**src/rtl/seg7_pkg.sv**
```systemverilog
// seg7_pkg: shared segment table, blank pattern and scan state type
package seg7_pkg;
  localparam logic [6:0] SEG_OFF = 7'h7F;
  localparam logic [6:0] HEX_SEG [16] = '{
    7'h40, 7'h79, 7'h24, 7'h30, 7'h19, 7'h12, 7'h02, 7'h78,
    7'h00, 7'h10, 7'h08, 7'h03, 7'h46, 7'h21, 7'h06, 7'h0E
  };
  typedef enum logic {BLANK, DRIVE} state_t;
endpackage

```
**src/rtl/seg7_hex_decode.sv**
```systemverilog
// seg7_hex_decode: hex nibble to active-low segments, bit 6 = g
module seg7_hex_decode
  import seg7_pkg::*;
(
  input  logic [3:0] i_nib,
  output logic [6:0] o_seg
);
  assign o_seg = HEX_SEG[i_nib];
endmodule

```
**src/rtl/seg7_scan_ctrl.sv**
```systemverilog
// seg7_scan_ctrl: multiplexed 7-seg scanner with blanking gap and frame-synchronous double buffer
module seg7_scan_ctrl
  import seg7_pkg::*;
#(
  parameter int NUM_DIGITS   = 8,
  parameter int SLOT_CYCLES  = 100000,
  parameter int BLANK_CYCLES = 1000
) (
  input  logic                    clk,
  input  logic                    rst_n,
  input  logic                    load_valid,
  output logic                    load_ready,
  input  logic [4*NUM_DIGITS-1:0] digit_data,
  input  logic [NUM_DIGITS-1:0]   dp_in,
  input  logic [NUM_DIGITS-1:0]   digit_en,
  output logic [NUM_DIGITS-1:0]   anode,
  output logic [6:0]              cathode,
  output logic                    dp,
  output logic                    frame_done
);
  localparam int CW = $clog2(SLOT_CYCLES);
  localparam int IW = (NUM_DIGITS > 1) ? $clog2(NUM_DIGITS) : 1;
  logic [CW-1:0] r_cnt, w_cnt_nxt;
  logic [IW-1:0] r_idx, w_idx_nxt;
  state_t r_state, w_state_nxt;
  logic w_slot_end, w_frame_end, w_on, w_accept;
  logic [4*NUM_DIGITS-1:0] r_act_data, r_pen_data;
  logic [NUM_DIGITS-1:0] r_act_dp, r_act_en, r_pen_dp, r_pen_en;
  logic r_pen_flag;
  logic [6:0] w_seg;
  assign load_ready = ~r_pen_flag;
  assign w_accept = load_valid && load_ready;
  seg7_hex_decode u_dec (.i_nib(r_act_data[4*r_idx +: 4]), .o_seg(w_seg));
  always_comb begin
    w_slot_end  = r_cnt == CW'(SLOT_CYCLES - 1);
    w_frame_end = w_slot_end && r_idx == IW'(NUM_DIGITS - 1);
    w_cnt_nxt   = w_slot_end ? '0 : r_cnt + 1'b1;
    w_idx_nxt   = w_frame_end ? '0 : w_slot_end ? r_idx + 1'b1 : r_idx;
    w_state_nxt = r_state == BLANK ? (w_cnt_nxt >= CW'(BLANK_CYCLES) ? DRIVE : BLANK)
                                   : (w_slot_end ? BLANK : DRIVE);
    w_on        = r_state == DRIVE && r_act_en[r_idx];
  end
  always_ff @(posedge clk) begin
    if (!rst_n) begin
      r_cnt   <= '0;
      r_idx   <= '0;
      r_state <= BLANK;
    end else begin
      r_cnt   <= w_cnt_nxt;
      r_idx   <= w_idx_nxt;
      r_state <= w_state_nxt;
    end
  end
  // pins are registered from the current counter/state so slot changes never glitch
  always_ff @(posedge clk) begin
    if (!rst_n) begin
      anode      <= '1;
      cathode    <= SEG_OFF;
      dp         <= 1'b1;
      frame_done <= 1'b0;
      r_act_data <= '0;
      r_act_dp   <= '0;
      r_act_en   <= '0;
      r_pen_data <= '0;
      r_pen_dp   <= '0;
      r_pen_en   <= '0;
      r_pen_flag <= 1'b0;
    end else begin
      anode      <= w_on ? ~(NUM_DIGITS'(1) << r_idx) : '1;
      cathode    <= w_on ? w_seg : SEG_OFF;
      dp         <= ~(w_on && r_act_dp[r_idx]);
      frame_done <= w_frame_end;
      if (w_frame_end && r_pen_flag) begin
        r_act_data <= r_pen_data;
        r_act_dp   <= r_pen_dp;
        r_act_en   <= r_pen_en;
      end
      if (w_accept) begin
        r_pen_data <= digit_data;
        r_pen_dp   <= dp_in;
        r_pen_en   <= digit_en;
      end
      r_pen_flag <= w_accept || (r_pen_flag && !w_frame_end);
    end
  end
endmodule

```
**config.mk**
```make
export PLATFORM = sky130hd
export DESIGN_NAME = seg7_scan_ctrl
export DESIGN_NICKNAME = d
export VERILOG_FILES = /design/src/rtl/seg7_pkg.sv /design/src/rtl/seg7_hex_decode.sv /design/src/rtl/seg7_scan_ctrl.sv
export SDC_FILE = /design/constraint.sdc
export NUM_CORES = 1
export LEC_CHECK = 0
export CAP_MARGIN = 40
export CORE_MARGIN = 2
export CORE_UTILIZATION = 45
export DETAILED_ROUTE_END_ITERATION = 16
export PLACE_DENSITY = 0.69
export SLEW_MARGIN = 20
export SYNTH_ARGS = -nofsm -noshare
export SYNTH_HDL_FRONTEND = slang
export SYNTH_SLANG_ARGS = --single-unit
```
**constraint.sdc**
```tcl
create_clock -name clk -period 2.1 [get_ports clk]
set_input_delay 0.21 -clock clk [delete_from_list [all_inputs] [get_ports clk]]
set_output_delay 0.21 -clock clk [all_outputs]
set_load 0.005 [all_outputs]
```
---- After elaboration in Yosys (flattened, before gate mapping) ----
Memories as Yosys holds them, arrays and structs flattened. A register that Yosys moved wholly into a read port is not among the register bits.
Index checks and enable logic that the tools add are counted.
word-level totals
  register bits after elaboration ......... 128
  memory bits (read-only) ................. 112
  output and inout port bits .............. 18
  logic and storage cells ................. 46
  memories ................................ 1
memories
  name              words  width  rd ports  clocked after Yosys merged registers in  write ports  line                  text
  (name not given)  16     7      1         1                                        0            seg7_hex_decode.sv:8  assign o_seg = HEX_SEG[i_nib];
cells by class
  add/subtract/negate cells ............... 2
  magnitude comparators ................... 2
  eq/ne operators ......................... 2
  shift-type cells ........................ 2
  muxes and demuxes ....................... 8
  bitwise operators ....................... 5
  reductions and logical operators ........ 11
operators with widths
  cell                                                                  count
  variable part select 32 x 6 -> 4 bit                                  1
  adder 17 x 1 -> 17 bit (second input constant)                        1
  equality test 17 bit (second input constant)                          1
  greater-or-equal comparator 17 x 10 -> 1 bit (second input constant)  1
  two-way mux 17 bit                                                    1
  inverter 8 bit                                                        1
  left shift 1 x 3 -> 8 bit (first input constant)                      1
  binary-select mux 1 bit (select 3 bit)                                2
  logical AND 1 bit                                                     6
  two-way mux 1 bit                                                     5
  inverter 4 -> 5 bit                                                   1
  less-than comparator 3 x 4 -> 1 bit (second input constant)           1
  adder 3 x 1 -> 3 bit (second input constant)                          1
  equality test 3 bit (second input constant)                           1
  inverter 1 bit                                                        3
  logical NOT 1 bit                                                     2
  AND reduction 2 bit                                                   1
  OR reduction 2 bit                                                    1
  logical OR 1 bit                                                      1

---- Longest topological paths before layout ----
  depth in word-level cells ............... 5
  depth in mapped cells ................... 12
  depth with buffers taken out ............ 10

---- Modules after synthesis ----
A second synthesis with hierarchy kept.
second synthesis, totals
  cell total of the unflattened synthesis .. 661
  area, all modules ....................... 5828.1 um2
modules (own cells, without submodules)
  module           times used  cells each  area an instance (um2)
  seg7_scan_ctrl   1           626         5580.4
  seg7_hex_decode  1           35          247.7

---- Least setup slack after synthesis ----
Ideal clock, no wire load.
  path kind ............................... flip-flop to flip-flop
  start ................................... register r_idx[0]
  end ..................................... register cathode[3]
  setup time .............................. 136 ps
  arrival time ............................ 2200 ps
  setup slack ............................. -236 ps
  cell stages (with the launch flop) ...... 10
  path buffers ............................ 2
  period minus slack after synthesis ...... 2336 ps
  path through ............................ dfxtp_1 -> buf_2 -> buf_2 -> mux4_2 -> nand2_1 -> nand2_1 -> ha_1 -> mux2_2 -> o21ai_0 -> nand2_1
on the way
  word-level cells in the longest chain between the ends .. 5
  elaborated cells between the ends (all ways) .. 7
ends and longest elaborated chain
  element                                  line                  text
  start, declared                          seg7_scan_ctrl.sv:24  logic [IW-1:0] r_idx, w_idx_nxt;
  start signal, assigned                   seg7_scan_ctrl.sv:50  r_idx <= w_idx_nxt;
  binary-select mux 1 bit (select 3 bit)   seg7_scan_ctrl.sv:41  w_on = r_state == DRIVE && r_act_en[r_idx];
  two-way mux 1 bit (not written as such)  seg7_scan_ctrl.sv:41
  logical AND 1 bit                        seg7_scan_ctrl.sv:41
  AND reduction 2 bit (no source line)     --
  logical NOT 1 bit (no source line)       --
  end, declared                            seg7_scan_ctrl.sv:17  output logic [6:0] cathode,
Several ways; a longest one is shown, not always the timed one. The select of a mux whose other input is x is not followed.
A chain may end at the register's enable or synchronous reset.

---- Worst setup path after layout ----
Same ends and word-level chain as after synthesis.

==> flow_summary.yaml <==
floorplan:
  pin_count: 69
  die_x_um: 118.6
  fp-row-count: 41
  core_area_um2: 12720
  initial_core_util: 0.4646
  dieArea_um2: 14070
  die_y_um: 118.6
clocking:
  clk_latency_ns: 0.42
  hold_buffers: 0
  clock_sinks: 135
  path_clk_slew_ns: 0.06
  root_buffer: "clkbuf_16"
  cts_buffer_depth: 2
  cts_buffers: 17
  cts_tree: "done"
  htree_num_levels: 4
placed_design:
  placed_cells: 894
  dpl-instance-area_um2: 6842
  io_buffers: 68
  place.gp.congestion: 0.8673
  hpwl_um: 8649
layout:
  drive_above_1_share: 0.1413
  areaGrowthSynthToFinish_pct: 27.24
  fin_area_um2: 7521
  num_antenna_cells: 0
  layout.nets: 808
  fillers: 1158
  stdcell_count: 929
sta:
  hold_ws_ns: 0.1376
  worstMarginPinSlew_ns: 0.4653
  fin_crit_ns: 2.013
  finalCritPeriodShare: 0.9584
  fmax_ghz: 0.4968
  maxSlewHeadroom: 0.6874
  hold_violations: 0
  setup-violations-final: 0
  fin_tns_setup_ns: 0
  slew_viol_final: 0
  clock_skew_ns: 0.01141
synthesis:
  ys_seq_area_frac: 0.4572
  synth_cell_types: 53
  synth_most_common_cell: "nand2_1"
  synth_top_area_frac: 0.4572
  synth-warning-count: 0
  syn-cell-area_um2: 5911
  synth_commonest_cells: "nand2_1, dfxtp_1, a21boi_0, clkbuf_1, nor2_1"
  synth_top_cell_by_area: "dfxtp_1"
  synth.ff_latch_count: 135
  synth_fp_nets: 735
  postSynthCellCount: 671
  avgSynthCellArea_um2: 8.809
  async_reset_ff_frac: 0
  synth_area_leaders: "dfxtp_1, nand2_1, a21boi_0"
  ys.flop_type: "dfxtp_1"
  synth_edf_count: 0
setup_path:
  cp_cell_sequence: "buf_6, mux4_2, nand2_1, nand2_4, ha_1, mux2_2, o21ai_0, nand2_1"
  crit_buf_inv: 1
  critical-path-max-stage-delay_ns: 0.50
  crit_fanout: 7
  setup.worst_path.class: "register to register"
  crit_path_top_delay_cell: "mux4_2"
  required_ns: 2.40
  cpLargestDelayFamily: "multiplexers"
  critPathLaunchType: "register"
  critPathMostFrequentCell: "nand2_1"
  crit_arrival_ns: 2.32
  endpoint_kind: "register"
grt:
  grt_antenna_before_repair: 0
  grt_pass1_wl_um: 21210
  grt_max_degree: 107
  grt_pass1_vias: 4490
  grt_overflow: 0
  grt_use_total: 0.1870
power:
  total_power_w: 0.005957
  p_leak_nw: 2.731
  power_density_nw_per_um2: 792.0
  peakVddDrop_uv: 526.6
job:
  drv_cap: 0
routing:
  drc: 0
  via_count: 4684
  drt_iter0_markers: 343
  dr.pass1.iters: 4
  ant_nets: 0
  drt-total-wl_um: 12600
  wl_per_cell_um: 13.56
  via_per_inst: 5.042
status:
  status: "completed"
worst_hold_path:
  hp-class: "input pin to register"
## layout make-up
type	instances	area, um^2	area share
tap	172	215.2	0.02861
inverter	11	41.29	0.005490
clock buffer	22	464.2	0.06172
multi-input combinational	477	2963	0.3939
timing repair buffer	102	988.4	0.1314
sequential	135	2705	0.3597
clock inverter	10	143.9	0.01913
## timing repair
action | in CTS | in global routing
endpoints found under the setup margin | 4 | 55
pin swaps | 0 | 2
buffers inserted | 0 | 3
cloned | 0 | 0
gates resized for setup | 5 | 13
## cells by family after synthesis
| kind of cell | Yosys count | share of synthesized area |
|---|---|---|
| compound gates | 123 | 0.1619 |
| xor+xnor | 16 | 0.02371 |
| fa+ha+maj | 13 | 0.02752 |
| buf+inv | 59 | 0.05017 |
| flops | 135 | 0.4572 |
| mux | 21 | 0.06139 |
| simple gates | 304 | 0.2180 |
## layout by cell type, fill, tap and decap left out, types with 3 or more instances in the layout
cell             count
bufinv_16            3
nor3_1               6
nand4_1              4
clkbuf_16           17
xor2_1               3
and2_1               6
inv_1                9
clkinv_4             3
a21oi_1              4
o221ai_1             3
ha_1                10
and3_1               6
nor2b_1              4
mux2i_1              6
a21boi_1             5
nand3_1             12
clkbuf_1             3
nor2_1              22
ha_2                 3
a21boi_2            10
xnor2_1             13
nor4_1               3
o21ai_0              3
buf_12               4
dfxtp_1            133
nand2_1            225
mux4_2              12
clkdlybuf4s50_1     67
buf_4               28
a21boi_0            84
## power by group
group	total [W]	switching, W	internal (W)
clock network	0.00303	0.00109	0.00194
registers	0.00266	0.0000391	0.00262
logic	0.000270	0.000116	0.000154
total	0.00596	0.00124	0.00471
## through the flow
step	utilization	worst slack [ns]
3_5_place_dp	0.5378	-0.01678
3_3_place_gp	0.5378	0.007085
5_1_grt	0.5912	-0.01002
4_1_cts	0.5866	0.003900
2_1_floorplan	-	0.02107
6_report	0.5912	0.08729
## flip-flops by register name, summed over array words and instances (netlist names)
signal	flops
r_act_dp	8
anode	8
cathode	7
r_state	1
r_act_data	32
r_idx	3
r_act_en	8
r_pen_flag	1
r_cnt	17
frame_done	1
r_pen_en	8
r_pen_dp	8
dp	1
r_pen_data	32
## worst register-to-register path, delay by kind of cell (launching register included)
| kind | cells | cell delay, ns |
|---|---|---|
| adder cells (fa/ha/maj) | 1 | 0.23 |
| flip-flops | 1 | 0.35 |
| buffers and inverters | 1 | 0.15 |
| AO/OA/AOI/OAI | 1 | 0.15 |
| multiplexers | 2 | 0.76 |
| AND/OR/NAND/NOR | 3 | 0.27 |
## routing by layer
metal,vias up,global-route usage,wire [um]
li1,2386,-,-
met1,2185,0.2413,5988
met2,90,0.2978,5891
met3,23,0.05647,513
met4,0,0.06324,208
met5,-,0,0
## worst paths after layout
kind / startpoint / to / slack (ns) / depth (start not counted)
max: r_idx[0] / cathode[3] / 0.09 / 8
min: rst_n / r_cnt[12] / 0.14 / 2
min reg2reg: r_cnt[0] / r_cnt[0] / 0.46 / 1
max reg2reg: r_idx[0] / cathode[3] / 0.09 / 8
(Power assumes the default switching activity.)
